**config.mk**
```make
export PLATFORM = sky130hd
export DESIGN_NAME = key_event_ctrl_flat
export DESIGN_NICKNAME = d
export VERILOG_FILES = /design/src/rtl/key_event_if.sv /design/src/rtl/key_event_ctrl.sv /design/src/flat_wrapper.sv
export SDC_FILE = /design/constraint.sdc
export NUM_CORES = 1
export LEC_CHECK = 0
export CORE_MARGIN = 4
export CORE_UTILIZATION = 38
export DETAILED_ROUTE_END_ITERATION = 16
export SYNTH_ARGS = -nofsm -noshare
export SYNTH_HDL_FRONTEND = slang
export SYNTH_SLANG_ARGS = --single-unit
```
**constraint.sdc**
```tcl
create_clock -name clk -period 5.3 [get_ports clk]
set_clock_uncertainty 0.15 [all_clocks]
set_input_delay 0.795 -clock clk [delete_from_list [all_inputs] [get_ports clk]]
set_output_delay 0.795 -clock clk [all_outputs]
set_load 0.01 [all_outputs]
```
**src/rtl/key_event_if.sv**
```systemverilog
// Key event bus between the key event controller and its consumers.
// The master drives the debounced key level; the slave returns the events and the effect mode.
interface key_event_if #(
   parameter int NUM_MODES = 4
);
   localparam int MODE_W = $clog2(NUM_MODES);

   logic              key_in;
   logic              press_pulse;
   logic              release_pulse;
   logic              long_pulse;
   logic              repeat_pulse;
   logic [MODE_W-1:0] mode;
   logic              mode_changed;

   modport master (
      output key_in,
      input  press_pulse, release_pulse, long_pulse, repeat_pulse, mode, mode_changed
   );

   modport slave (
      input  key_in,
      output press_pulse, release_pulse, long_pulse, repeat_pulse, mode, mode_changed
   );
endinterface

```
**src/rtl/key_event_ctrl.sv**
```systemverilog
// Turns the debounced key level into press/release/long/repeat pulses and a wrapping effect mode.
// Auto-repeat pulses in HOLD are compiled in only when KEY_AUTOREPEAT_EN is defined.
module key_event_ctrl #(
   parameter int NUM_MODES  = 4,
   parameter int LONG_CYC   = 25_000_000,
   parameter int REPEAT_CYC = 5_000_000,
   parameter bit ACTIVE_LOW = 1'b1
) (
   input logic        clk,
   input logic        rst,
   key_event_if.slave kif
);
   localparam int MODE_W  = $clog2(NUM_MODES);
   localparam int MAX_CYC = (LONG_CYC > REPEAT_CYC) ? LONG_CYC : REPEAT_CYC;
   localparam int CNT_W   = $clog2(MAX_CYC) + 1;

   localparam logic [MODE_W-1:0] LAST_MODE = MODE_W'(NUM_MODES - 1);
   localparam logic [CNT_W-1:0]  LONG_LAST = CNT_W'(LONG_CYC - 1);
`ifdef KEY_AUTOREPEAT_EN
   localparam logic [CNT_W-1:0]  REP_LAST  = CNT_W'(REPEAT_CYC - 1);
`endif

   typedef enum logic [1:0] {
      WAIT_REL,
      IDLE,
      PRESS,
      HOLD
   } state_t;

   state_t            state;
   logic [CNT_W-1:0]  cnt;
   logic [CNT_W-1:0]  cnt_inc;
   logic [MODE_W-1:0] mode_q;
   logic              press_q;
   logic              release_q;
   logic              long_q;
   logic              repeat_q;
   logic              changed_q;
   logic              pressed;

   assign pressed = kif.key_in ^ ACTIVE_LOW;

   // The hold counter saturates instead of wrapping.
   assign cnt_inc = (cnt == '1) ? cnt : cnt + CNT_W'(1);

   always_ff @(posedge clk) begin
      if (rst) begin
         state     <= WAIT_REL;
         cnt       <= '0;
         mode_q    <= '0;
         press_q   <= 1'b0;
         release_q <= 1'b0;
         long_q    <= 1'b0;
         repeat_q  <= 1'b0;
         changed_q <= 1'b0;
      end else begin
         press_q   <= 1'b0;
         release_q <= 1'b0;
         long_q    <= 1'b0;
         repeat_q  <= 1'b0;
         changed_q <= 1'b0;

         unique case (state)
            // A key held through reset must be released before any press counts.
            WAIT_REL: begin
               if (!pressed) begin
                  state <= IDLE;
               end
            end

            IDLE: begin
               if (pressed) begin
                  press_q <= 1'b1;
                  cnt     <= '0;
                  state   <= PRESS;
               end
            end

            // Release is checked first so a release on the threshold edge stays a short press.
            PRESS: begin
               if (!pressed) begin
                  release_q <= 1'b1;
                  mode_q    <= (mode_q == LAST_MODE) ? '0 : mode_q + MODE_W'(1);
                  changed_q <= 1'b1;
                  state     <= IDLE;
               end else if (cnt == LONG_LAST) begin
                  long_q    <= 1'b1;
                  cnt       <= '0;
                  changed_q <= (mode_q != '0);
                  mode_q    <= '0;
                  state     <= HOLD;
               end else begin
                  cnt <= cnt_inc;
               end
            end

            HOLD: begin
               if (!pressed) begin
                  release_q <= 1'b1;
                  state     <= IDLE;
               end else begin
`ifdef KEY_AUTOREPEAT_EN
                  if (cnt == REP_LAST) begin
                     repeat_q <= 1'b1;
                     cnt      <= '0;
                  end else begin
                     cnt <= cnt_inc;
                  end
`else
                  cnt <= cnt;
`endif
               end
            end

            default: begin
               state <= WAIT_REL;
            end
         endcase
      end
   end

   assign kif.press_pulse   = press_q;
   assign kif.release_pulse = release_q;
   assign kif.long_pulse    = long_q;
   assign kif.repeat_pulse  = repeat_q;
   assign kif.mode          = mode_q;
   assign kif.mode_changed  = changed_q;
endmodule

```
**src/flat_wrapper.sv**
```systemverilog
// flat-port wrapper written by rule: the top's interface ports become plain ports
module key_event_ctrl_flat 
#(
   parameter int NUM_MODES  = 4,
   parameter int LONG_CYC   = 25_000_000,
   parameter int REPEAT_CYC = 5_000_000,
   parameter bit ACTIVE_LOW = 1'b1
)
  (clk, rst, kif_key_in, kif_press_pulse, kif_release_pulse, kif_long_pulse, kif_repeat_pulse, kif_mode, kif_mode_changed);
  key_event_if #(.NUM_MODES(NUM_MODES)) kif_i ();
  input logic clk;
  input logic rst;
  input wire logic [$bits(kif_i.key_in)-1:0] kif_key_in;
  output wire logic [$bits(kif_i.press_pulse)-1:0] kif_press_pulse;
  output wire logic [$bits(kif_i.release_pulse)-1:0] kif_release_pulse;
  output wire logic [$bits(kif_i.long_pulse)-1:0] kif_long_pulse;
  output wire logic [$bits(kif_i.repeat_pulse)-1:0] kif_repeat_pulse;
  output wire logic [$bits(kif_i.mode)-1:0] kif_mode;
  output wire logic [$bits(kif_i.mode_changed)-1:0] kif_mode_changed;
  assign kif_i.key_in = kif_key_in;
  assign kif_press_pulse = kif_i.press_pulse;
  assign kif_release_pulse = kif_i.release_pulse;
  assign kif_long_pulse = kif_i.long_pulse;
  assign kif_repeat_pulse = kif_i.repeat_pulse;
  assign kif_mode = kif_i.mode;
  assign kif_mode_changed = kif_i.mode_changed;
  key_event_ctrl #(.NUM_MODES(NUM_MODES), .LONG_CYC(LONG_CYC), .REPEAT_CYC(REPEAT_CYC), .ACTIVE_LOW(ACTIVE_LOW)) u_core (.clk(clk), .rst(rst), .kif(kif_i));
endmodule
```
==> flow_metrics.env <==
export IMPL_status="complete, no violations"
export IMPL_drive_gt1_frac=0.09016
export IMPL_clkPwrFrac=0.275
export IMPL_final_common_cell="dfxtp_1"
export IMPL_multi_input_area_sq_mm=0.001226
export IMPL_grt_pass1_vias=1736
export IMPL_cts_clk_slew_worst_paths_ps=70
export IMPL_drt_iter0_markers=184
export IMPL_ys_warn_count=0
export IMPL_syn_area_per_cell_sq_um=8.426
export IMPL_numCtsBuffers=5
export IMPL_async_reset_ff_frac=0
export IMPL_nNetsFinal=253
export IMPL_vias=1909
export IMPL_final_cell_mix="dfxtp_1, nor2_1, nand2_1"
export IMPL_period_needed_ps=3037
export IMPL_maxSlewViolCount=0
export IMPL_finalCritPeriodShare=0.5730
export IMPL_yosys_register_bits=34
export IMPL_area_delta_synth_final_pct=10.90
export IMPL_dp_hpwl_um=3612
export IMPL_crit_arrival_ps=3090
export IMPL_port_buffers=8
export IMPL_synth_edf_count=0
export IMPL_endpoint_kind="register"
export IMPL_place_congestion=0.8462
export IMPL_syn_nets=247
export IMPL_combPwrFrac=0.341
export IMPL_vias_per_cell=6.080
export IMPL_hold_buffers=0
export IMPL_leakagePower_nw=0.7310
export IMPL_wl_per_cell_um=16.35
export IMPL_fill_cells=534
export IMPL_clockBufferDepth=2
export IMPL_fin_tns_setup_ps=0
export IMPL_cts_resized=0
export IMPL_drv_cap=0
export IMPL_grt_antenna_before_repair=0
export IMPL_wirelength_um=5133
export IMPL_rsz0062_at_grt="false"
export IMPL_tightest_slew_ps=926.7
export IMPL_cp_max_fo=18
export IMPL_fmax_ghz=0.3293
export IMPL_whs_ps=370.8
export IMPL_grt_ovfl_total=0
export IMPL_grt_pass1_wl_um=8728
export IMPL_drc=0
export IMPL_synth_main_ff_cell="dfxtp_1"
export IMPL_num_antenna_cells=0
export IMPL_cts_tree="yes"
export IMPL_worstSkewPairLatency_ps=290
export IMPL_synthCells=237
export IMPL_die_area_sq_mm=0.006479
export IMPL_core_area_sq_mm=0.005107
export IMPL_ys_types=51
export IMPL_p_per_area_mw_per_mm2=327.0
export IMPL_rows=26
export IMPL_grt_usage=0.1716
export IMPL_netSwitchingFraction=0.3654
export IMPL_cp_cell_sequence="clkdlybuf4s50_1, o21ai_0, nand2b_1, a31oi_2, nand2_1, o31ai_1"
export IMPL_fp_dieH_um=80.49
export IMPL_p_sw_w=0.0002646
export IMPL_grt_max_degree=24
export IMPL_cpMaxStageDelayCell="a31oi_2"
export IMPL_max_slew_margin=0.3802
export IMPL_setup_viol=0
export IMPL_critPathMaxStageDelay_ps=760
export IMPL_p_int_w=0.0004596
export IMPL_synth_top_cell_by_area="dfxtp_1"
export IMPL_synth_top_cell_area_share=0.3409
export IMPL_hold_viol_final=0
export IMPL_cts_setup_buffers=0
export IMPL_ant_nets=0
export IMPL_synth_area_leaders="dfxtp_1, a22o_1, ha_1"
export IMPL_htree_levels=2
export IMPL_hold_class="register to register"
export IMPL_die_width_um=80.49
export IMPL_seq_power_share=0.384
export IMPL_critPathLaunchType="input port"
export IMPL_peakVddDrop_v=0.0001286
export IMPL_synth_yosys_seq_area_share=0.3409
export IMPL_cts_root_buf="clkbuf_8"
export IMPL_first_pass_iters=5
export IMPL_num_io_pins=10
export IMPL_syn_area_sq_mm=0.001997
export IMPL_cts_sinks=34
export IMPL_crit_type="input port to register"
export IMPL_initial_core_util=0.3910
export IMPL_seqCellArea_sq_um=680.7
export IMPL_crit_required_ps=5350
cells by family after synthesis:
logic type      after synthesis  share of synthesized area
simple gates                106                     0.2945
fa+ha+maj                     7                    0.04386
flops                        34                     0.3409
compound gates               64                     0.2469
buf+inv                      20                    0.04511
mux                           5                    0.02694
other cells                   1                   0.001878
worst max-delay path: cells and delay by family:
kind / cells / cell delay [ps]
buffers and inverters: 1 / 540
AND/OR/NAND/NOR: 2 / 510
AO/OA/AOI/OAI: 3 / 1230
cells in the mapped netlist (3+ instances only):
library cell / number
a311oi_1: 3
a31oi_1: 3
nor4_1: 4
a22o_1: 10
mux2_2: 3
buf_2: 3
and3_1: 6
nor2b_1: 6
o31ai_1: 7
inv_1: 9
or3_1: 6
ha_1: 7
nand4_1: 8
nor2_1: 17
nand2b_1: 5
o21ai_0: 5
a31o_2: 3
o22ai_1: 7
or4_1: 3
nand3_1: 14
nor3_1: 11
clkbuf_1: 6
a21oi_1: 3
dfxtp_1: 34
nand2_1: 15
a32oi_1: 6
routing by layer:
metal  global-route usage  routed length, um  up-vias
li1                     -                  -      932
met1               0.2396               2493      902
met2               0.2674               2277       67
met3              0.03475                297        8
met4              0.04561                 65        0
met5                    0                  0        -
power groups by stage:
stage | Clock [W] | Combinational [W] | Sequential [W]
3_5_place_dp | 0 | 0.000243 | 0.000284
3_3_place_gp | 0 | 0.000243 | 0.000283
6_report | 0.000199 | 0.000247 | 0.000278
5_1_grt | 0.000217 | 0.000272 | 0.000279
4_1_cts | 0.000204 | 0.000243 | 0.000278
2_1_floorplan | 0 | 0.000183 | 0.000285
state kept, by name, indices dropped and copies added (netlist names):
register,count
u_core.cnt,26
u_core.kif.long_pulse,1
u_core.kif.mode,2
u_core.kif.mode_changed,1
u_core.kif.press_pulse,1
u_core.kif.release_pulse,1
u_core.state,2
through the flow:
stage	worst slack (ps)	instance area [sq um]	std cells	total power, W	util
5_1_grt	2065	2215	314	0.0007676	0.4336
3_3_place_gp	2110	2123	306	0.0005264	0.4157
3_5_place_dp	2019	2123	306	0.0005268	0.4157
4_1_cts	2310	2215	314	0.0007247	0.4336
6_report	2263	2215	314	0.0007242	0.4336
2_1_floorplan	3111	1997	237	0.0004676	-
worst paths after layout:
kind | start | end | slack, ps | cells past startpoint
worst min-delay path | u_core.kif.mode[1]$_SDFFE_PP0P_ | u_core.kif.mode[1]$_SDFFE_PP0P_ | 370 | 2
worst max register to register | u_core.state[0]$_SDFFE_PP0P_ | u_core.cnt[20]$_SDFFE_PP0P_ | 2460 | 7
worst max-delay path | kif_key_in | u_core.cnt[20]$_SDFFE_PP0P_ | 2260 | 6
worst min register to register | u_core.kif.mode[1]$_SDFFE_PP0P_ | u_core.kif.mode[1]$_SDFFE_PP0P_ | 370 | 2
layout make-up:
cell class              count  share of cell area
clock buffers               7             0.03898
clock inverters             1            0.002260
inverters                   9             0.01525
multi-input cells         183              0.5537
flip-flops and latches     34              0.3073
well taps                  70             0.03955
repair buffers             10             0.04294
No activity file was read; power rests on OpenSTA's default activity.
